==> src/rtl/game_pkg.sv <==
// -----------------------------------------------------------------------------
// game_pkg
// Definitions shared by the game state FSM and the round timer.
//   GAME_ON / HIGHSCORE : encoding of the FSM's game_state output
//   timer_state_t       : round timer states (IDLE, RUN, EXPIRED)
//   bcd_digit_t         : one BCD digit
//   to_bcd2()           : binary 0..99 -> {tens, ones} BCD byte
//   bcd2_value()        : {tens, ones} BCD -> binary value
// -----------------------------------------------------------------------------
package game_pkg;

    localparam logic GAME_ON   = 1'b0;
    localparam logic HIGHSCORE = 1'b1;

    typedef enum logic [1:0] {
        IDLE    = 2'd0,
        RUN     = 2'd1,
        EXPIRED = 2'd2
    } timer_state_t;

    typedef logic [3:0] bcd_digit_t;

    function automatic logic [7:0] to_bcd2(input int v);
        return {4'(v / 10), 4'(v % 10)};
    endfunction

    function automatic int bcd2_value(input bcd_digit_t t, input bcd_digit_t o);
        return int'(t) * 10 + int'(o);
    endfunction

endpackage

==> src/rtl/bcd_down2.sv <==
// -----------------------------------------------------------------------------
// bcd_down2
// Two-digit BCD down-counter. Load has priority over decrement; a decrement
// applied at 00 is ignored so the value never wraps.
//   clk, rst   : clock, asynchronous active-high reset (value -> 00)
//   load       : load load_val ({tens, ones}) on the next edge
//   load_val   : BCD value to load
//   dec        : decrement by one on the next edge
//   tens, ones : current BCD digits
//   zero       : high while the value is 00
// -----------------------------------------------------------------------------
module bcd_down2
    import game_pkg::*;
(
    input  logic       clk,
    input  logic       rst,
    input  logic       load,
    input  logic [7:0] load_val,
    input  logic       dec,
    output bcd_digit_t tens,
    output bcd_digit_t ones,
    output logic       zero
);

    assign zero = (tens == 4'd0) && (ones == 4'd0);

    always_ff @(posedge clk or posedge rst) begin
        if (rst) begin
            tens <= 4'd0;
            ones <= 4'd0;
        end else if (load) begin
            tens <= load_val[7:4];
            ones <= load_val[3:0];
        end else if (dec && !zero) begin
            // Borrow from the tens digit when the ones digit is exhausted.
            if (ones == 4'd0) begin
                ones <= 4'd9;
                tens <= tens - 4'd1;
            end else begin
                ones <= ones - 4'd1;
            end
        end
    end

endmodule

==> src/rtl/game_timer.sv <==
// -----------------------------------------------------------------------------
// game_timer
// Round countdown timer feeding the game state FSM. A HIGHSCORE->GAME_ON
// transition of game_state (re)loads GAME_SECS and counts down once every
// CLK_HZ cycles; reaching 00 emits a one-cycle time_up pulse. Returning to
// HIGHSCORE mid-round aborts the round and freezes the displayed seconds.
//
// Optional feature macro: GAME_TIMER_WARN_EN
//   When defined, adds output `warn`, which blinks at 1 Hz while running with
//   the remaining seconds <= WARN_SECS (forced high whenever the seconds step).
//
// Ports:
//   clk, rst   : clock, asynchronous active-high reset
//   game_state : FSM state (GAME_ON = 0, HIGHSCORE = 1)
//   time_up    : one-cycle pulse when the countdown reaches 00
//   running    : high while counting
//   secs_tens  : BCD tens digit of remaining seconds
//   secs_ones  : BCD ones digit of remaining seconds
//   warn       : (GAME_TIMER_WARN_EN only) low-time warning blink
// -----------------------------------------------------------------------------
module game_timer
    import game_pkg::*;
#(
    parameter int CLK_HZ    = 50_000_000,
    parameter int GAME_SECS = 30,
    parameter int WARN_SECS = 5
) (
    input  logic       clk,
    input  logic       rst,
    input  logic       game_state,
    output logic       time_up,
    output logic       running,
    output bcd_digit_t secs_tens,
    output bcd_digit_t secs_ones
`ifdef GAME_TIMER_WARN_EN
    ,
    output logic       warn
`endif
);

    // Elaboration-time parameter checks.
    if (CLK_HZ < 2) begin : g_bad_clk_hz
        $error("game_timer: CLK_HZ must be >= 2");
    end
    if (GAME_SECS < 1 || GAME_SECS > 99) begin : g_bad_game_secs
        $error("game_timer: GAME_SECS must be in 1..99");
    end
    if (WARN_SECS >= GAME_SECS) begin : g_bad_warn_secs
        $error("game_timer: WARN_SECS must be < GAME_SECS");
    end

    localparam int            PW         = $clog2(CLK_HZ);
    localparam logic [PW-1:0] PRESC_MAX  = PW'(CLK_HZ - 1);
    localparam logic [7:0]    START_BCD  = to_bcd2(GAME_SECS);

    timer_state_t  state, state_d;
    logic          game_state_q;
    logic [PW-1:0] presc;
    logic          start, tick, expiry, abort_run, dec, cnt_zero;

    // Start is the GAME_ON entry edge; game_state_q resets to HIGHSCORE so a
    // game_state already at GAME_ON when reset releases also counts as a start.
    assign start     = (game_state == GAME_ON) && (game_state_q == HIGHSCORE);
    assign tick      = (state == RUN) && (presc == PRESC_MAX);
    assign expiry    = tick && (secs_tens == 4'd0) && (secs_ones == 4'd1);
    // Expiry wins over an abort requested in the same cycle.
    assign abort_run = (state == RUN) && (game_state == HIGHSCORE) && !expiry;
    // Start wins over a tick; an abort freezes the displayed value.
    assign dec       = tick && !start && !abort_run && !cnt_zero;
    assign running   = (state == RUN);

    always_comb begin
        state_d = state;
        if (start) begin
            state_d = RUN;
        end else begin
            case (state)
                RUN: begin
                    if (expiry)         state_d = EXPIRED;
                    else if (abort_run) state_d = IDLE;
                end
                EXPIRED: begin
                    if (game_state == HIGHSCORE) state_d = IDLE;
                end
                default: state_d = state;
            endcase
        end
    end

    always_ff @(posedge clk or posedge rst) begin
        if (rst) begin
            state        <= IDLE;
            game_state_q <= HIGHSCORE;
            time_up      <= 1'b0;
            presc        <= '0;
        end else begin
            state        <= state_d;
            game_state_q <= game_state;
            time_up      <= expiry && !start;
            if (start || state != RUN || tick) presc <= '0;
            else                               presc <= presc + 1'b1;
        end
    end

    bcd_down2 u_secs (
        .clk      (clk),
        .rst      (rst),
        .load     (start),
        .load_val (START_BCD),
        .dec      (dec),
        .tens     (secs_tens),
        .ones     (secs_ones),
        .zero     (cnt_zero)
    );

`ifdef GAME_TIMER_WARN_EN
    localparam logic [PW-1:0] PRESC_HALF = PW'(CLK_HZ / 2 - 1);

    int   cur_val;
    logic warn_d;

    assign cur_val = bcd2_value(secs_tens, secs_ones);

    // The blink phase restarts high at each seconds step, then toggles at the
    // half-second point of the prescaler.
    always_comb begin
        warn_d = warn;
        if (start || state_d != RUN)        warn_d = 1'b0;
        else if (dec)                       warn_d = (cur_val - 1) <= WARN_SECS;
        else if (cur_val > WARN_SECS)       warn_d = 1'b0;
        else if (presc == PRESC_HALF)       warn_d = ~warn;
    end

    always_ff @(posedge clk or posedge rst) begin
        if (rst) warn <= 1'b0;
        else     warn <= warn_d;
    end
`endif

endmodule
==> config.mk <==
export PLATFORM = sky130hd
export DESIGN_NAME = game_timer
export DESIGN_NICKNAME = d
export VERILOG_FILES = /design/src/rtl/game_pkg.sv /design/src/rtl/bcd_down2.sv /design/src/rtl/game_timer.sv
export SDC_FILE = /design/constraint.sdc
export NUM_CORES = 1
export LEC_CHECK = 0
export ABC_AREA = 1
export BUFFER_PORTS_ARGS = -buffer_cell sky130_fd_sc_hd__clkbuf_2
export CORE_MARGIN = 2
export CORE_UTILIZATION = 36
export CTS_BUF_LIST = sky130_fd_sc_hd__clkbuf_2
export CTS_CLUSTER_DIAMETER = 150
export DETAILED_ROUTE_END_ITERATION = 16
export PLACE_DENSITY = 0.57
export SETUP_SLACK_MARGIN = 0.4
export SLEW_MARGIN = 40
export SYNTH_ARGS = -nofsm -noshare
export SYNTH_HDL_FRONTEND = slang
export SYNTH_SLANG_ARGS = --single-unit
==> constraint.sdc <==
create_clock -name clk -period 1.5 [get_ports clk]
set_clock_uncertainty 0.15 [all_clocks]
set_input_delay 0.225 -clock clk [delete_from_list [all_inputs] [get_ports clk]]
set_output_delay 0.225 -clock clk [all_outputs]
set_load 0.03 [all_outputs]
# == Word-level counts from Yosys, hierarchy flattened ==
# Cells that the tools add are included.
# totals
in_bits,3
output_inout_bits,10
ff_bits,38
elab_cells,54
# op_classes
mux,12
n_eq_ne,7
add_sub_neg,3
reduce_logical,25
bitwise_logic,1
# op_table
operator,count
26-bit by 1-bit adder with 26-bit output (second input constant),1
26-bit == test (second input constant),1
26-bit two-way mux,1
4-bit two-way mux,6
1-bit logical AND,12
4-bit zero test,2
2-bit two-way mux,4
4-bit by 1-bit subtractor with 4-bit output (second input constant),2
4-bit by 1-bit == test with 1-bit output (second input constant),1
1-bit zero test,4
4-bit by 1-bit inequality test with 1-bit output (second input constant),1
2-bit one-hot mux with 2 select lines,1
2-bit nonzero test,2
3-bit inequality test (second input constant),1
3-bit AND reduction,1
3-bit nonzero test,1
2-bit by 1-bit == test with 1-bit output (second input constant),1
2-bit == test (second input constant),1
1-bit logical OR,2
2-bit by 1-bit inequality test with 1-bit output (second input constant),1
2-bit AND reduction,1
1-bit inverter,1

# == Longest topological paths before layout ==
# logic_depth
word_depth,12
mapped_depth,12
mapped_depth_nobuf,11

# == By module ==
# From an unflattened synthesis, not the netlist that was laid out.
# unflattened
hier_cells,352
area_unflattened_um2,2408.6
# modules_own_cells
module,instances,cells_each,seq_area_each_um2,area_each_um2
game_timer,1,265,752.0,1800.5
bcd_down2,1,87,200.2,608.1

# == Least setup slack after synthesis ==
# Ideal clock, no wire load.
# synth_path
kind,register to register
start,reg u_secs.ones[0]
end,reg u_secs.ones[0]
n_path_buf,0
setup_slack_ns,-0.311
arrival_time_ns,1.537
synth_period_minus_slack_ns,1.811
stages_incl_launch_ff,11
required_ns,1.226
setup_ns,0.124
path_cell_list,dfrtp_1 -> inv_1 -> ha_1 -> nand3_1 -> nor2_1 -> a21oi_1 -> nand2_2 -> nand2_4 -> inv_1 -> nand2_1 -> nand2_1
# synth_via
elab_chain_cells,9
word_cells_on_any_way,16
cone_classes,add/sub: 1; eq/ne: 1; mux: 3; reduce/logical: 11
# synth_lines
element,line,text
start: declaration,bcd_down2.sv:21,"output bcd_digit_t ones,"
start signal: assignment,bcd_down2.sv:33,ones <= load_val[3:0];
start signal: assignment,bcd_down2.sv:40,ones <= ones - 4'd1;
"parallel branches: the longest is 9 deep, another holds 4-bit by 1-bit subtractor with 4-bit output",n/a,
# Several ways; the timed one is not identified. The select of a mux whose other input is x is not followed.
# A chain may end at the register's enable or synchronous reset.

# == Final worst setup path ==
# layout_path
start,reg presc[1]
end,reg presc[8]
# layout_via
elab_chain_cells,4
word_cells_on_any_way,5
cone_classes,add/sub: 1; eq/ne: 1; mux: 1; reduce/logical: 2
# layout_lines
element,line,text
start: declaration,game_timer.sv:58,logic [PW-1:0] presc;
start signal: assignment,game_timer.sv:101,else presc <= presc + 1'b1;
"parallel branches: the longest is 3 deep, another holds 26-bit by 1-bit adder with 26-bit output",n/a,
26-bit two-way mux *,game_timer.sv:100,if (start || state != RUN || tick) presc <= '0;
# Mark *: on every way between the ends.

==> reports/qor.csv <==
stage,metric,value,unit
final_layout,seqCellArea,958,um2
clock_tree,clkSinkCount,38,
clock_tree,clk_path_buf_depth,2,
detailed_routing,number_of_nets_with_antenna_violations_after_detailed_routing,0,
placement,globalplace.congestion,0.848,
outcome,failing_checks,negative setup slack,
final_layout,diode_count,0,
clock_tree,ctsRootBufferMaster,clkbuf_2,
timing,unrepaired_setup_endpoints_after_global_routing,yes,
pwr,cellLeakagePower,1.84,nW
setup_path,critical_path.endpoint_type,flop,
setup_path,worstPathCellList,"ha_4, nand3_4, clkinv_4, nand2_4, nor2_4, nand2_4, nand3_4, clkbuf_16, nor3_4",
grt,grt_max_degree,27,
min_path,holdCritStartpoint,game_state,
die,initial_core_util,0.370,
yosys,postSynth.topFlopCell,dfrtp_1,
pwr,power,2.39,mW
grt,first_global_vias,2462,
pwr,clockPowerShare,0.203,
setup_path,crit_fanout,7,
timing,timing.final.ws_setup,-0.209,ns
final_layout,multi_input_logic_area,1580,um2
grt,antenna_found_initial,0,
detailed_routing,routed_wirelength_normalized_by_instance_count,13.3,um
die,core_area,6350,um2
setup_path,critPathArrivalTime,1.88,ns
timing,worst-slew-pin-transition,0.334,ns
final_layout,final_layout_size_suffix_gt1_frac,0.488,
clock_tree,cts_tree,built,
job,max-cap-violations,0,
yosys,synthesis.area,2350,um2
die,num_rows,29,
timing,worst_hold_slack,0.0505,ns
pwr,p_seq_frac,0.464,
die,die-area,7190,um2
yosys,yosys_warnings,0,
die,die_h,84.8,um
pwr,switching_share,0.333,
setup_path,worst-r2r-setup-slack,-0.21,ns
pwr,power.combinational.fraction,0.333,
detailed_routing,totalWireLength,6960,um
setup_path,setup.worst_path.class,flop to flop,
setup_path,critical_path_required,1.67,ns
yosys,netlist_top_cells_area,"dfrtp_1 (39%), nand2_1 (15%), nor2_1 (11%)",
yosys,synth-seq-area-share,0.405,
setup_path,crit_path_start,presc[1],
min_path,worst_hold_path_type,input pin to flop,
die,top_level_ports,13,
setup_path,critPathSlowestCell,dfrtp_1,
yosys,synth_edf_count,0,
yosys,synthMostInstantiatedCell,nand2_1,
grt,gr-total-overflow,0,
placement,place_area,3150,um2
min_path,timing.hold.worst_path_depth,6,
grt,wire_length_of_the_first_global_routing_pass,11300,um
detailed_routing,drt_iter0_drc,129,
setup_path,critical_path.reg2reg.endpoint,presc[8],
grt,groute.usage.overall,0.195,
yosys,synth_cells,331,
clock_tree,clk_transition_reported_paths,0.22,ns
timing,final.min_clock_period,1.71,ns
final_layout,num-nets-final,454,
timing,fin_setup_tns,-6.55,ns
die,die_x,84.8,um
placement,dp_slack,-0.212,ns
setup_path,critPathLaunchType,flop,
final_layout,n_fill_cell,523,
pwr,peakVddDrop,0.000441,V
timing,slew-limit-headroom,0.777,
detailed_routing,detailroute.via_count,2477,
clock_tree,htree_num_levels,2,
timing,finalCritPeriodShare,1.14,
yosys,synthesis.nets,339,
placement,post-dp-hpwl,4740,um
yosys,synthDominantAreaCellType,dfrtp_1,
yosys,async_reset_ff_frac,1.00,
yosys,netlist_top_cells_count,"nand2_1 (91), nor2_1 (68), inv_1 (46), dfrtp_1 (37), nand3_1 (22)",
setup_path,cpPeakStageDelay,0.43,ns
setup_path,worst_r2r_path_depth,9,
clock_tree,worstSkewPairLatency,0.40,ns
timing,final-max-slew-violation-count,0,
pwr,power-per-cell-area,613,nW/um2
timing,max_clock_freq,0.585,GHz
timing,timing_hold_violations_final,0,
final_layout,post-route-cell-area,3900,um2
yosys,yosysTopAreaCellShare,0.394,
detailed_routing,detail_route.first_pass.iterations,4,
min_path,min_to,state[1],
setup_path,r2r-start,presc[1],
yosys,mapped_avg_cell_area,7.10,um2
yosys,yosysUniqueCellTypes,27,
clock_tree,number_of_cts_inserted_buffers,5,
detailed_routing,route.detailed.vias_per_inst,4.73,
timing,finalSetupViolations,42,
placement,port_buffers,12,
pwr,netSwitchingPower,0.797,mW
yosys,synth.ff_latch_count,38,
final_layout,syn2layout_area_growth,65.9,%
detailed_routing,remaining_drc_errors,0,
outcome,run_status,finished with violations,
pwr,internal_power,1.59,mW
worst max-delay path, delay by kind of cell, from the launching register on:
| family | cells | cell delay (ns) |
|---|---|---|
| DFF | 1 | 0.43 |
| and+or+nand+nor | 6 | 0.61 |
| adders and majority gates | 1 | 0.17 |
| buffers and inverters | 2 | 0.29 |
state kept, by name, indices dropped and copies added, names as in the netlist:
register	cells
u_secs.tens	4
state	2
game_state_q	1
presc	26
time_up	1
u_secs.ones	4
cell type report:
cell class	count	share of cell area
sequential	38	0.246
clock buffer	6	0.00770
clock inverter	2	0.00257
multi-input combinational	242	0.406
tap	77	0.0247
inverter	47	0.0487
timing repair buffer	112	0.265
power by group through the flow:
| stage | sequential [mW] | combinational (mW) | clock, mW |
|---|---|---|---|
| after floorplan | 1.18 | 0.255 | 0 |
| after global placement | 1.12 | 0.523 | 0 |
| after detailed placement | 1.12 | 0.531 | 0 |
| after CTS | 1.11 | 0.642 | 0.508 |
| after global routing | 1.11 | 0.860 | 0.544 |
| final | 1.11 | 0.797 | 0.485 |
worst max path at each step:
stage                           to
finish                    presc[8]
global route              presc[8]
CTS                        running
detailed placement       presc[22]
global placement         presc[17]
floorplan           u_secs.ones[0]
layout by cell type (no fill, tap or decap), types with 3 or more instances in the layout:
| cell | n |
|---|---|
| nand2_1 | 78 |
| xor2_2 | 4 |
| dfrtp_2 | 5 |
| inv_2 | 9 |
| xor2_1 | 9 |
| ha_4 | 3 |
| nor2_4 | 17 |
| nor2_2 | 21 |
| buf_4 | 81 |
| nor2_1 | 32 |
| clkbuf_2 | 8 |
| nor3_2 | 4 |
| nor3_1 | 5 |
| inv_1 | 34 |
| nand2_2 | 12 |
| buf_6 | 12 |
| nand2_4 | 5 |
| dfrtp_1 | 32 |
| buf_12 | 3 |
| buf_8 | 10 |
| nor3_4 | 6 |
| nand3_1 | 19 |
| xnor2_1 | 5 |
| nand3_2 | 3 |
| nand4_1 | 6 |
logic make-up (layout without fill, tap and decap cells):
family,after synthesis,in the layout,synth area share
buffers and inverters,51,167,0.0926
AND/OR/NAND/NOR,210,210,0.387
XOR/XNOR,18,18,0.0671
AO/OA/AOI/OAI,9,9,0.0218
flip-flops,38,38,0.405
adder cells (fa/ha/maj),5,5,0.0266
per-stage QoR:
step                       util  cells
after global placement    0.496    492
after detailed placement  0.496    492
after floorplan               -    331
after global routing      0.614    524
final                     0.614    524
after CTS                 0.547    511
timing repair:
action	in CTS	in global routing
endpoints found under the setup margin	47	47
hold endpoints to repair	39	0
gates cloned	0	2
buffers inserted	9	11
hold buffers	2	0
pin swaps	6	31
gates resized for setup	52	88
routing by layer:
| layer | routed length [um] | track usage |
|---|---|---|
| met1 | 3020 | 0.258 |
| met2 | 3570 | 0.325 |
| met3 | 211 | 0.0321 |
| met4 | 157 | 0.0620 |
| met5 | 0 | 0 |
Note: power is estimated with default switching activity, not from simulation.
